--- src/rtl/tl45_fetch_if.sv ---
// Pipelined Wishbone-style instruction read bus between tl45_fetch (master) and memory (slave).
// The error line exists only when TL45_FETCH_BUSERR_EN is defined.
interface tl45_fetch_if;
    localparam int unsigned ADDR_W = 30;
    localparam int unsigned DATA_W = 32;

    logic              o_wb_cyc;
    logic              o_wb_stb;
    logic [ADDR_W-1:0] o_wb_addr;
    logic              i_wb_stall;
    logic              i_wb_ack;
    logic [DATA_W-1:0] i_wb_data;
`ifdef TL45_FETCH_BUSERR_EN
    logic              i_wb_err;
`endif

    modport master (
        output o_wb_cyc,
        output o_wb_stb,
        output o_wb_addr,
        input  i_wb_stall,
        input  i_wb_ack,
`ifdef TL45_FETCH_BUSERR_EN
        input  i_wb_err,
`endif
        input  i_wb_data
    );

    modport slave (
        input  o_wb_cyc,
        input  o_wb_stb,
        input  o_wb_addr,
        output i_wb_stall,
        output i_wb_ack,
`ifdef TL45_FETCH_BUSERR_EN
        output i_wb_err,
`endif
        output i_wb_data
    );
endinterface

--- src/rtl/tl45_fetch.sv ---
// tl45 instruction fetch stage: owns the PC, reads words over the pipelined bus into the fetch/decode buffer.
// Optional bus-error handling (FAULT state, i_wb_err, o_fault) is enabled by defining TL45_FETCH_BUSERR_EN.
module tl45_fetch #(
    parameter logic [31:0] RESET_PC = 32'h0000_0000,
    parameter logic [31:0] NOP_INST = 32'hF000_0000
) (
    input  logic         i_clk,
    input  logic         i_reset_n,
    input  logic         i_pipe_stall,
    input  logic         i_pipe_flush,
    input  logic [31:0]  i_new_pc,
    tl45_fetch_if.master wb,
`ifdef TL45_FETCH_BUSERR_EN
    output logic         o_fault,
`endif
    output logic [31:0]  o_buf_pc,
    output logic [31:0]  o_buf_inst
);
    localparam int unsigned XLEN   = 32;
    localparam int unsigned ADDR_W = 30;

    localparam logic [2:0] S_IDLE  = 3'd0;
    localparam logic [2:0] S_REQ   = 3'd1;
    localparam logic [2:0] S_WAIT  = 3'd2;
    localparam logic [2:0] S_FULL  = 3'd3;
`ifdef TL45_FETCH_BUSERR_EN
    localparam logic [2:0] S_FAULT = 3'd4;
`endif

    logic [2:0]        state_q,    state_d;
    logic [XLEN-1:0]   pc_q,       pc_d;
    logic [XLEN-1:0]   pend_q,     pend_d;
    logic [XLEN-1:0]   buf_pc_q,   buf_pc_d;
    logic [XLEN-1:0]   buf_inst_q, buf_inst_d;
    logic              cyc_q,      cyc_d;
    logic              stb_q,      stb_d;
    logic [ADDR_W-1:0] addr_q,     addr_d;
`ifdef TL45_FETCH_BUSERR_EN
    logic              fault_q,    fault_d;
    logic              bus_err;
`endif

    logic accepted;
    logic word_done;

    // A strobe is taken when the slave is not stalling; an ack alongside it completes the read.
    assign accepted  = (state_q == S_REQ) && !wb.i_wb_stall;
    assign word_done = wb.i_wb_ack && (accepted || (state_q == S_WAIT));
`ifdef TL45_FETCH_BUSERR_EN
    assign bus_err   = wb.i_wb_err && (accepted || (state_q == S_WAIT));
`endif

    // Next-state and next-register computation.
    always_comb begin
        state_d    = state_q;
        pc_d       = pc_q;
        pend_d     = pend_q;
        buf_pc_d   = buf_pc_q;
        buf_inst_d = i_pipe_stall ? buf_inst_q : NOP_INST;
`ifdef TL45_FETCH_BUSERR_EN
        fault_d    = fault_q;
`endif

        case (state_q)
            S_IDLE: state_d = S_REQ;
            S_REQ: begin
                if (accepted) begin
                    state_d = S_WAIT;
                end
            end
            S_WAIT: state_d = S_WAIT;
            S_FULL: begin
                if (!i_pipe_stall) begin
                    buf_pc_d   = pc_q;
                    buf_inst_d = pend_q;
                    pc_d       = pc_q + XLEN'(4);
                    state_d    = S_REQ;
                end
            end
`ifdef TL45_FETCH_BUSERR_EN
            S_FAULT: state_d = S_FAULT;
`endif
            default: state_d = S_IDLE;
        endcase

        if (word_done) begin
            if (!i_pipe_stall) begin
                buf_pc_d   = pc_q;
                buf_inst_d = wb.i_wb_data;
                pc_d       = pc_q + XLEN'(4);
                state_d    = S_REQ;
            end else begin
                pend_d  = wb.i_wb_data;
                state_d = S_FULL;
            end
        end

`ifdef TL45_FETCH_BUSERR_EN
        // An error beats a simultaneous ack; the PC stays on the faulting word.
        if (bus_err) begin
            pc_d       = pc_q;
            pend_d     = pend_q;
            buf_pc_d   = buf_pc_q;
            buf_inst_d = NOP_INST;
            fault_d    = 1'b1;
            state_d    = S_FAULT;
        end
`endif

        // Redirect wins over everything; dropping cyc next cycle aborts any read in flight.
        if (i_pipe_flush) begin
            pc_d       = i_new_pc & ~XLEN'(3);
            pend_d     = '0;
            buf_pc_d   = buf_pc_q;
            buf_inst_d = NOP_INST;
            state_d    = S_IDLE;
`ifdef TL45_FETCH_BUSERR_EN
            fault_d    = 1'b0;
`endif
        end

        cyc_d  = (state_d == S_REQ) || (state_d == S_WAIT);
        stb_d  = (state_d == S_REQ);
        addr_d = pc_d[XLEN-1:2];
    end

    // State and output registers.
    always_ff @(posedge i_clk or negedge i_reset_n) begin
        if (!i_reset_n) begin
            state_q    <= S_IDLE;
            pc_q       <= RESET_PC;
            pend_q     <= '0;
            buf_pc_q   <= '0;
            buf_inst_q <= NOP_INST;
            cyc_q      <= 1'b0;
            stb_q      <= 1'b0;
            addr_q     <= '0;
`ifdef TL45_FETCH_BUSERR_EN
            fault_q    <= 1'b0;
`endif
        end else begin
            state_q    <= state_d;
            pc_q       <= pc_d;
            pend_q     <= pend_d;
            buf_pc_q   <= buf_pc_d;
            buf_inst_q <= buf_inst_d;
            cyc_q      <= cyc_d;
            stb_q      <= stb_d;
            addr_q     <= addr_d;
`ifdef TL45_FETCH_BUSERR_EN
            fault_q    <= fault_d;
`endif
        end
    end

    assign wb.o_wb_cyc  = cyc_q;
    assign wb.o_wb_stb  = stb_q;
    assign wb.o_wb_addr = addr_q;
    assign o_buf_pc     = buf_pc_q;
    assign o_buf_inst   = buf_inst_q;
`ifdef TL45_FETCH_BUSERR_EN
    assign o_fault      = fault_q;
`endif

endmodule

--- src/flat_wrapper.sv ---
// flat-port wrapper written by rule: the top's interface ports become plain ports
module tl45_fetch_flat 
#(
    parameter logic [31:0] RESET_PC = 32'h0000_0000,
    parameter logic [31:0] NOP_INST = 32'hF000_0000
)
  (i_clk, i_reset_n, i_pipe_stall, i_pipe_flush, i_new_pc, o_buf_pc, o_buf_inst, wb_o_wb_cyc, wb_o_wb_stb, wb_o_wb_addr, wb_i_wb_stall, wb_i_wb_ack, wb_i_wb_data);
  tl45_fetch_if wb_i ();
  input  logic i_clk;
  input  logic i_reset_n;
  input  logic i_pipe_stall;
  input  logic i_pipe_flush;
  input  logic [31:0] i_new_pc;
  output logic [31:0] o_buf_pc;
  output logic [31:0] o_buf_inst;
  output wire logic [$bits(wb_i.o_wb_cyc)-1:0] wb_o_wb_cyc;
  output wire logic [$bits(wb_i.o_wb_stb)-1:0] wb_o_wb_stb;
  output wire logic [$bits(wb_i.o_wb_addr)-1:0] wb_o_wb_addr;
  input wire logic [$bits(wb_i.i_wb_stall)-1:0] wb_i_wb_stall;
  input wire logic [$bits(wb_i.i_wb_ack)-1:0] wb_i_wb_ack;
  input wire logic [$bits(wb_i.i_wb_data)-1:0] wb_i_wb_data;
  assign wb_o_wb_cyc = wb_i.o_wb_cyc;
  assign wb_o_wb_stb = wb_i.o_wb_stb;
  assign wb_o_wb_addr = wb_i.o_wb_addr;
  assign wb_i.i_wb_stall = wb_i_wb_stall;
  assign wb_i.i_wb_ack = wb_i_wb_ack;
  assign wb_i.i_wb_data = wb_i_wb_data;
  tl45_fetch #(.RESET_PC(RESET_PC), .NOP_INST(NOP_INST)) u_core (.i_clk(i_clk), .i_reset_n(i_reset_n), .i_pipe_stall(i_pipe_stall), .i_pipe_flush(i_pipe_flush), .i_new_pc(i_new_pc), .wb(wb_i), .o_buf_pc(o_buf_pc), .o_buf_inst(o_buf_inst));
endmodule
--- config.mk ---
export PLATFORM = sky130hd
export DESIGN_NAME = tl45_fetch_flat
export DESIGN_NICKNAME = d
export VERILOG_FILES = /design/src/rtl/tl45_fetch_if.sv /design/src/rtl/tl45_fetch.sv /design/src/flat_wrapper.sv
export SDC_FILE = /design/constraint.sdc
export NUM_CORES = 1
export LEC_CHECK = 0
export ABC_CLOCK_PERIOD_IN_PS = 2800
export BUFFER_PORTS_ARGS = -buffer_cell sky130_fd_sc_hd__buf_2
export CORE_AREA = 5 5 134 136
export CTS_CLUSTER_DIAMETER = 200
export DETAILED_ROUTE_END_ITERATION = 12
export DIE_AREA = 0 0 139 141
export GPL_TIMING_DRIVEN = 0
export SYNTH_ARGS = -nofsm -noshare
export SYNTH_HDL_FRONTEND = slang
export SYNTH_SLANG_ARGS = --single-unit
export TNS_END_PERCENT = 50
--- constraint.sdc ---
create_clock -name i_clk -period 2.8 [get_ports i_clk]
set_input_delay 0.14 -clock i_clk [delete_from_list [all_inputs] [get_ports i_clk]]
set_output_delay 0.14 -clock i_clk [all_outputs]
set_load 0.05 [all_outputs]
* Word-level counts from Yosys, hierarchy flattened
Cells that the tools add are included.
** Word-level totals
- Flip-flop bits (word level) :: 163
- Input port bits :: 70
- Output and inout port bits :: 96
- Word-level logic and storage cells :: 47
** Cells by class
- Add/sub/neg operators :: 1
- Equal/unequal tests :: 5
- Muxes and demuxes :: 24
- Reduce and logical (&&, ||, !) cells :: 9
** Operators with widths (number)
- 32-bit two-way mux :: 18
- 32-bit by 3-bit adder with 32-bit output, second input constant :: 1
- 3-bit two-way mux :: 4
- 3-bit one-hot mux with 4 select lines :: 1
- 3-bit by 2-bit equality test with 1-bit output, second input constant :: 3
- 3-bit by 1-bit equality test with 1-bit output, second input constant :: 2
- 2-bit nonzero test :: 2
- 3-bit logical NOT :: 1
- 1-bit logical AND :: 2
- 1-bit logical OR :: 2
- 2-bit two-way mux :: 1
- 2-bit AND reduction :: 1
- 1-bit logical NOT :: 1

* Depth between registers and ports, before layout
Gate-level depths: netlist of run 1.
- Word-level depth :: 8
- Gate-level depth with buffers :: 7
- Depth with buffers taken out :: 6

* Least setup slack after synthesis of run 1
OpenSTA, ideal clock, no wires.
- Kind :: reg2reg
- Start point :: reg u_core.pc_q[11]
- End point :: reg u_core.pc_q[24]
- Setup time :: 0.069 ns
- Arrival :: 2.492 ns
- Data required time :: 2.731 ns
- Path slack :: 0.239 ns
- Stages on the path, launching flop included :: 6
- Buffers on the path :: 0
- Clock period less this slack :: 2.561 ns
- Cells stage by stage :: dfrtp_1 nand4_1 or4_1 or4_1 or4_1 nand3_1
** Between the ends
- Word-level cells in the longest chain between the ends :: 6
** RTL lines
- start, declared :: line tl45_fetch.sv:31 : logic [XLEN-1:0] pc_q, pc_d;
- start signal, assigned :: line tl45_fetch.sv:143 : pc_q <= pc_d;
- 32-bit by 3-bit adder with 32-bit output * :: line tl45_fetch.sv:76, tl45_fetch.sv:90
- 32-bit two-way mux :: line tl45_fetch.sv:73 : if (!i_pipe_stall) begin
- 32-bit two-way mux :: line tl45_fetch.sv:64 : case (state_q)
- 32-bit two-way mux :: line tl45_fetch.sv:87 : if (!i_pipe_stall) begin
- 32-bit two-way mux * :: line tl45_fetch.sv:86 : if (word_done) begin
- 32-bit two-way mux * :: line tl45_fetch.sv:111 : if (i_pipe_flush) begin
- named net u_core.pc_d[24] :: line tl45_fetch.sv:31
Mark *: on every way through the listed nets, which the timed path passes. The rest lies on a longest branch.
A chain may end at the register's enable or synchronous reset.

* Worst setup path after layout of run 1
- Start point :: reg u_core.pc_q[12]
- End point :: reg u_core.pc_q[24]
The elaborated chain is that of the path after synthesis.

==> out/results.txt, run 1 <==
outcome -> finished clean
leading area contributor after synthesis -> dfrtp_1
Worst Max-Slew Pin Slew -> 0.783 ns
final hold vios -> 0
drt total wl -> 17.1 mm
Post-route DRC -> 0
Reg2Reg Depth -> 5
num rows -> 48
combinational group share of total power -> 17.5%
Root Buffer -> clkbuf_16
Max Cap Viol -> 0
R2R Setup Slk -> 0.26 ns
initial antenna violation count -> 0
share of cells above drive strength 1 -> 24.5%
Max-slew headroom -> 47.8%
clock share of power -> 43.6%
CP Data Required Time -> 3.14 ns
startpoint types -> register
Fillers -> 1,623
CTS Buffer Depth -> 2
kind of critical path -> reg2reg
Final Util -> 48.2%
clk_skew -> 0.0123 ns
Seq pwr share -> 38.8%
Starting Density -> 33.9%
Die Area -> 19,600 um2
RSZ-0062 raised after global routing -> no
crit-path cells -> nand4_1 > or4_1 > or4_1 > or4_1 > nand3_1
Netlist Area Pre-Place -> 5700 um2
Synth area leaders -> dfrtp_1, nand2_1, mux2i_1
register area share after synthesis -> 57.6%
switching portion of total power -> 29.9%
Final Max Slew Viols -> 0
pwr dens -> 678 nW/um2
worst reg2reg startpoint -> u_core.pc_q[12]$_DFF_PN0_
min-delay src -> i_new_pc[23]
clk sinks -> 131
CTS tree -> yes
CP arrival -> 2.88 ns
routed vias -> 5,035
Critical R2R Capture -> u_core.pc_q[24]$_DFF_PN0_
Layout Nets -> 885
first-pass GRT wire length -> 28.5 mm
crit-path most repeated cell -> or4_1
routed vias/inst -> 4.79
Die X -> 139 um
vias in the first global route -> 5,291
critical-path cell with the highest stage delay -> or4_1
H-tree depth -> 4
Pre-Repair DR Iteration Count -> 4
Syn Nets -> 641
# Post-CTS Setup Buffers -> 0
Ys Warns -> 0
worst-path maximum fanout -> 7
top cell type's share of synthesized area -> 55.8%
Tcrit/Tclk final -> 90.7%
Int Pwr -> 0.00385 W
clock-pin slew on the worst setup and hold paths -> 0.06 ns
Die Y -> 141 um
Crit. End Element -> register
Hold Crit Depth -> 3
Post-DP HPWL -> 11.9 mm
Psw -> 0.00164 W
initial DRC count -> 214
total CTS buffers -> 17
Synth Area per Inst -> 10.0 um2
Fmax -> 394 MHz
clock latency on the worst-skew pair -> 0.41 ns
Leak Pwr -> 4.06 nW
Worst Hold Endpoint -> u_core.pc_q[23]$_DFF_PN0_
Cells after Synth -> 570
GPL Wtd Cong -> 0.846
post-route ant nets -> 0
core area -> 16,800 um2
Hold Path Class -> in2reg
worst hold slack -> 0.0182 ns
clock period minus worst slack -> 2.54 ns
wire per inst -> 16.3 um
area delta synth->final -> 42.1%
Peak VDD IR -> 0.000384 V
diode count -> 0
Buffers on Ports -> 162
Synth cell types -> 37
number of synthesized register bits -> 131
largest net degree at the start of global routing -> 90
Overflow after GRT -> 0
Worst path max stage delay -> 0.65 ns
Top-Level Pins -> 166
All-Layer GR Usage -> 18.0%
final setup vio count -> 0
-- placed cells by master (no fill, tap or decap), types with 7 or more instances in the layout --
cell type      instances
inv_1                  8
nand3_1               11
o31ai_1                7
xor2_1                 8
nand2_1              154
a22o_1                32
or4_1                 11
buf_2                162
nor2_1                16
dlygate4sd3_1         62
nor4_1                10
mux2i_1               30
o21ai_0               53
xnor2_1               12
dfrtp_1              127
clkbuf_16             17
clkbuf_1              31
a31oi_1               12
-- synth_stat cells --
| cell type | count |
|---|---|
| nand3_1 | 11 |
| dfstp_2 | 4 |
| o21ai_0 | 53 |
| nor2_1 | 16 |
| clkinv_1 | 1 |
| buf_2 | 1 |
| o21ai_1 | 2 |
| xnor2_1 | 12 |
| nor3_1 | 2 |
| a21o_1 | 1 |
| inv_1 | 8 |
| dfrtp_1 | 127 |
| nor2b_1 | 6 |
| nand2_1 | 154 |
| nand4_1 | 6 |
| and4_1 | 1 |
| ha_1 | 1 |
| a21oi_1 | 4 |
| or4_1 | 11 |
| xor2_1 | 8 |
| or3_1 | 2 |
| clkbuf_1 | 31 |
| nand3b_1 | 1 |
| a22o_1 | 32 |
| o21bai_1 | 1 |
| a31oi_1 | 12 |
| nor3b_1 | 2 |
| mux2i_1 | 30 |
| o31ai_1 | 7 |
| nor4_1 | 10 |
| conb_1 | 1 |
| and3_1 | 4 |
| or2_1 | 1 |
| a211o_1 | 1 |
| a22oi_1 | 2 |
| and2_1 | 3 |
| nand3b_2 | 1 |
-- power groups by stage --
stage / Sequential, W / Combinational [W] / Clock [W]
detailed placement: 0.00217 / 0.000904 / 0
global route: 0.00216 / 0.00103 / 0.00254
CTS: 0.00213 / 0.000974 / 0.00245
finish: 0.00213 / 0.000964 / 0.00240
floorplan: 0.00257 / 0.000182 / 0
global placement: 0.00217 / 0.000893 / 0
-- critical path: cells and delay by family, from the launching register on --
kind | cells | cell delay (ns)
flops | 1 | 0.50
simple gates | 5 | 1.98
-- logic make-up (layout without fill, tap and decap cells) --
| group | Yosys count | count (layout) | synth area share (%) |
|---|---|---|---|
| adders and majority gates | 1 | 1 | 0.219 |
| AOI/OAI and AO/OA | 115 | 115 | 13.0 |
| xor gates and xnor gates | 20 | 20 | 3.07 |
| other | 1 | 1 | 0.0658 |
| buffers and inverters | 41 | 298 | 2.72 |
| DFF | 131 | 131 | 57.6 |
| muxes | 30 | 30 | 5.27 |
| and+or+nand+nor | 231 | 231 | 18.0 |
-- sequential cells by signal (all words and copies together), names as in the netlist --
register / flops
u_core.o_buf_inst: 32
u_core.o_buf_pc: 32
u_core.pend_q: 32
u_core.pc_q: 30
u_core.state_q: 3
u_core.wb.o_wb_cyc: 1
u_core.wb.o_wb_stb: 1
-- worst max-delay path by stage --
stage                                     start                         endpoint  slack [ns]  cells past startpoint
global placement                      i_reset_n  u_core.o_buf_pc[31]$_DFFE_PN0P_       -0.34                      1
global route          u_core.pc_q[11]$_DFF_PN0_        u_core.pc_q[24]$_DFF_PN0_        0.11                      5
floorplan             u_core.pc_q[11]$_DFF_PN0_        u_core.pc_q[24]$_DFF_PN0_        0.24                      5
finish                u_core.pc_q[12]$_DFF_PN0_        u_core.pc_q[24]$_DFF_PN0_        0.26                      5
detailed placement  u_core.state_q[0]$_DFF_PN0_    u_core.pend_q[26]$_DFFE_PN0P_        0.16                      6
CTS                 u_core.state_q[2]$_DFF_PN0_      u_core.pc_q[30]$_DFFE_PN0P_        0.14                      5
-- stage by stage --
| stage | TNS, ns | power [W] | setup slack [ns] | instances | cell area, um2 |
|---|---|---|---|---|---|
| 3_3_place_gp | -42.02 | 0.00306 | -0.345 | 957 | 6790 |
| 3_5_place_dp | 0 | 0.00307 | 0.156 | 958 | 6830 |
| 4_1_cts | 0 | 0.00556 | 0.143 | 1052 | 8090 |
| 2_1_floorplan | 0 | 0.00275 | 0.239 | 570 | 5700 |
| 6_report | 0 | 0.00549 | 0.260 | 1052 | 8100 |
| 5_1_grt | 0 | 0.00573 | 0.111 | 1052 | 8100 |
-- what timing repair did --
| action | 4_1_cts | 5_1_grt |
|---|---|---|
| hold buffers | 62 | 0 |
| setup endpoints to repair | 0 | 31 |
| endpoints found under the hold margin | 107 | 0 |
| resized for setup | 0 | 2 |
-- area by class of cell --
class                           count  area, um2  area share [%]
Inverter                            9       33.8           0.417
Timing Repair Buffer              225       1470            18.1
Buffer                             32        121            1.50
Sequential cell                   131       3280            40.5
Clock inverter                     12        178            2.19
Tap cell                          225        282            3.48
Clock buffer                       20        467            5.76
Multi-Input combinational cell    398       2270            28.0
-- per-layer routing --
metal  wire (um)  global-route usage [%]
met5           0                       0
met4         141                    3.96
met3         965                    4.92
met2        8190                    29.8
met1        7800                    23.8
(Power assumes the default switching activity.)
==> run 2: changes to the inputs <==
--- a/config.mk
+++ b/config.mk
@@ -6,7 +6,7 @@
 export NUM_CORES = 1
 export LEC_CHECK = 0
 export ABC_CLOCK_PERIOD_IN_PS = 2800
-export BUFFER_PORTS_ARGS = -buffer_cell sky130_fd_sc_hd__buf_2
+export BUFFER_PORTS_ARGS = -buffer_cell sky130_fd_sc_hd__buf_4
 export CORE_AREA = 5 5 134 136
 export CTS_CLUSTER_DIAMETER = 200
 export DETAILED_ROUTE_END_ITERATION = 12
==> run 2 against run 1 <==
Sequential share of layout area decreased by 1.7 points. Final cell count about the same. Flip-flop and latch count unchanged. Global-route usage increased by 0.18 points. Hold slack got worse by 0.010 ns. Setup slack got worse by 0.083 ns. Critical path depth unchanged. Largest cell class unchanged.
==> out/results.txt, run 2 (same netlist as run 1, synthesis figures left out) <==
outcome -> finished clean
Buffers on Ports -> 162 (unchanged)
first-pass GRT wire length -> 28.6 mm (+0.44%)
final setup vio count -> 0 (unchanged)
CTS Buffer Depth -> 2 (unchanged)
routed vias -> 5,141 (+2.1%)
clock latency on the worst-skew pair -> 0.41 ns (about the same)
largest net degree at the start of global routing -> 73 (-19%)
Die X -> 139 um (unchanged)
Max-slew headroom -> 48.4% (+0.62 points)
post-route insts no fill -> 1,051 (-0.095%)
drt total wl -> 17.6 mm (+3.2%)
Fillers -> 1,621 (-0.12%)
Tcrit/Tclk final -> 93.7% (+3.0 points)
clk sinks -> 131 (unchanged)
share of cells above drive strength 1 -> 24.1% (-0.45 points)
Post-DP Area -> 7230 um2 (+5.9%)
clock period minus worst slack -> 2.62 ns (+0.0830 ns)
startpoint types -> register
Final Util -> 50.3% (+2.1 points)
All-Layer GR Usage -> 18.2% (+0.18 points)
Post-route DRC -> 0 (unchanged)
placed cell count -> 958 (unchanged)
core area -> 16,800 um2 (unchanged)
CP arrival -> 2.96 ns (+0.08 ns)
initial antenna violation count -> 0 (unchanged)
Die Y -> 141 um (unchanged)
GPL Wtd Cong -> 0.794 (-6.2%)
final instance area -> 8460 um2 (+4.4%)
Overflow after GRT -> 0 (unchanged)
Pre-Repair DR Iteration Count -> 4 (unchanged)
area of the multi-input gates -> 2270 um2 (-0.17%)
Leak Pwr -> 4.13 nW (+1.6%)
Worst path max stage delay -> 0.61 ns (-0.04 ns)
num rows -> 48 (unchanged)
kind of critical path -> reg2reg
most frequent cells in the layout -> buf_4, nand2_1, dfrtp_1
Crit. End Element -> register
Die Area -> 19,600 um2 (unchanged)
H-tree depth -> 4 (unchanged)
Starting Density -> 33.9% (unchanged)
final hold vios -> 0 (unchanged)
critical-path cell with the highest stage delay -> or4_1
area delta synth->final -> 48.4%
commonest non-fill, non-tap cell in the layout -> buf_4
Worst Max-Slew Pin Slew -> 0.773 ns (-0.00924 ns)
RSZ-0062 raised after global routing -> no
diode count -> 0 (unchanged)
post-route ant nets -> 0 (unchanged)
Fmax -> 381 MHz (-3.2%)
# Post-CTS Setup Buffers -> 0 (unchanged)
Top-Level Pins -> 166 (unchanged)
Post-DP HPWL -> 12.5 mm (+5.6%)
clk_skew -> 0.00790 ns (-0.00442 ns)
Layout Nets -> 885 (unchanged)
initial DRC count -> 257 (+20%)
worst-path maximum fanout -> 7 (unchanged)
pwr dens -> 648 nW/um2 (-4.5%)
total CTS buffers -> 17 (unchanged)
Final Max Slew Viols -> 0 (unchanged)
wire per inst -> 16.8 um (+3.3%)
Peak VDD IR -> 0.000409 V (+6.3%)
vias in the first global route -> 5,314 (+0.43%)
Max Cap Viol -> 0 (unchanged)
setup TNS -> 0 ns (unchanged)
crit-path cells -> or2_1 > a21oi_1 > nand4_1 > or4_1 > a31oi_1
routed vias/inst -> 4.89 (+2.2%)
CP Data Required Time -> 3.13 ns (about the same)
CTS tree -> yes
Root Buffer -> clkbuf_16
Seq. cell area -> 3280 um2 (unchanged)
Hold Path Class -> in2reg
clock-pin slew on the worst setup and hold paths -> 0.06 ns (about the same)
run 2: cell types whose count changed in the layout (fill, tap and decap cells not counted), sizes merged:
| cell | before | now |
|---|---|---|
| clkbuf | 51 | 53 |
| clkinv | 7 | 5 |
| bufinv | 4 | 3 |
| clkinvlp | 1 | 2 |
| inv | 9 | 8 |
run 2: path summary, 6_finish.rpt:
kind / cells after the start / slack [ns] / start / to
setup / recovery: 5 / 0.18 / u_core.state_q[2]$_DFF_PN0_ / u_core.pc_q[30]$_DFFE_PN0P_
hold / removal: 3 / 0.008 / i_new_pc[30] / u_core.pc_q[30]$_DFFE_PN0P_
setup reg to reg: 5 / 0.18 / u_core.state_q[2]$_DFF_PN0_ / u_core.pc_q[30]$_DFFE_PN0P_
hold reg to reg: 2 / 0.48 / u_core.o_buf_pc[18]$_DFFE_PN0P_ / u_core.o_buf_pc[18]$_DFFE_PN0P_
max in group asynchronous: 3 / 1.76 / i_reset_n / u_core.pc_q[25]$_DFF_PN0_
min in group asynchronous: 2 / 0.29 / i_reset_n / u_core.o_buf_inst[11]$_DFF_PN0_
run 2: layout make-up:
cell class / count / area share, %
clock buffers: 22 / 5.61
flip-flops and latches: 131 / 38.8
well taps: 225 / 3.33
multi-input cells: 398 / 26.8
inverters: 9 / 0.399
clock inverters: 9 / 1.52
plain buffers: 32 / 1.44
repair buffers: 225 / 22.1
run 2: critical path: cells and delay by family (launching register included):
family             cells  cell delay (ns)
DFF                    1             0.43
AOI/OAI and AO/OA      2             0.75
and+or+nand+nor        3             1.36
run 2: metrics by stage:
step | worst slack [ns] | hold WS [ns] | power (W)
2_1_floorplan | 0.239 | -0.156 | 0.00275
3_3_place_gp | 0.256 | 0.353 | 0.00316
3_5_place_dp | 0.126 | 0.156 | 0.00318
4_1_cts | 0.0979 | 0.00144 | 0.00553
5_1_grt | 0.0602 | 0.0108 | 0.00568
6_report | 0.177 | 0.00779 | 0.00548
run 2: where the power goes:
| group | leakage, nW | switching (W) | internal, W |
|---|---|---|---|
| Clock | 0.292 | 0.000806 | 0.00146 |
| Sequential | 1.73 | 0.000125 | 0.00202 |
| Combinational | 2.11 | 0.000702 | 0.000362 |
run 2: what timing repair did:
item | 4_1_cts | 5_1_grt
endpoints found under the setup margin | 0 | 8
hold buffers | 62 | 0
endpoints found under the hold margin | 120 | 0
gates resized for setup | 0 | 1
run 2: per-layer routing:
metal / vias up / global-route usage [%] / share of wire [%]
li1: 2475 / - / -
met1: 2512 / 23.6 / 44
met2: 141 / 29.8 / 49
met3: 13 / 5.66 / 5.6
met4: 0 / 4.53 / 0.91
met5: - / 0 / 0
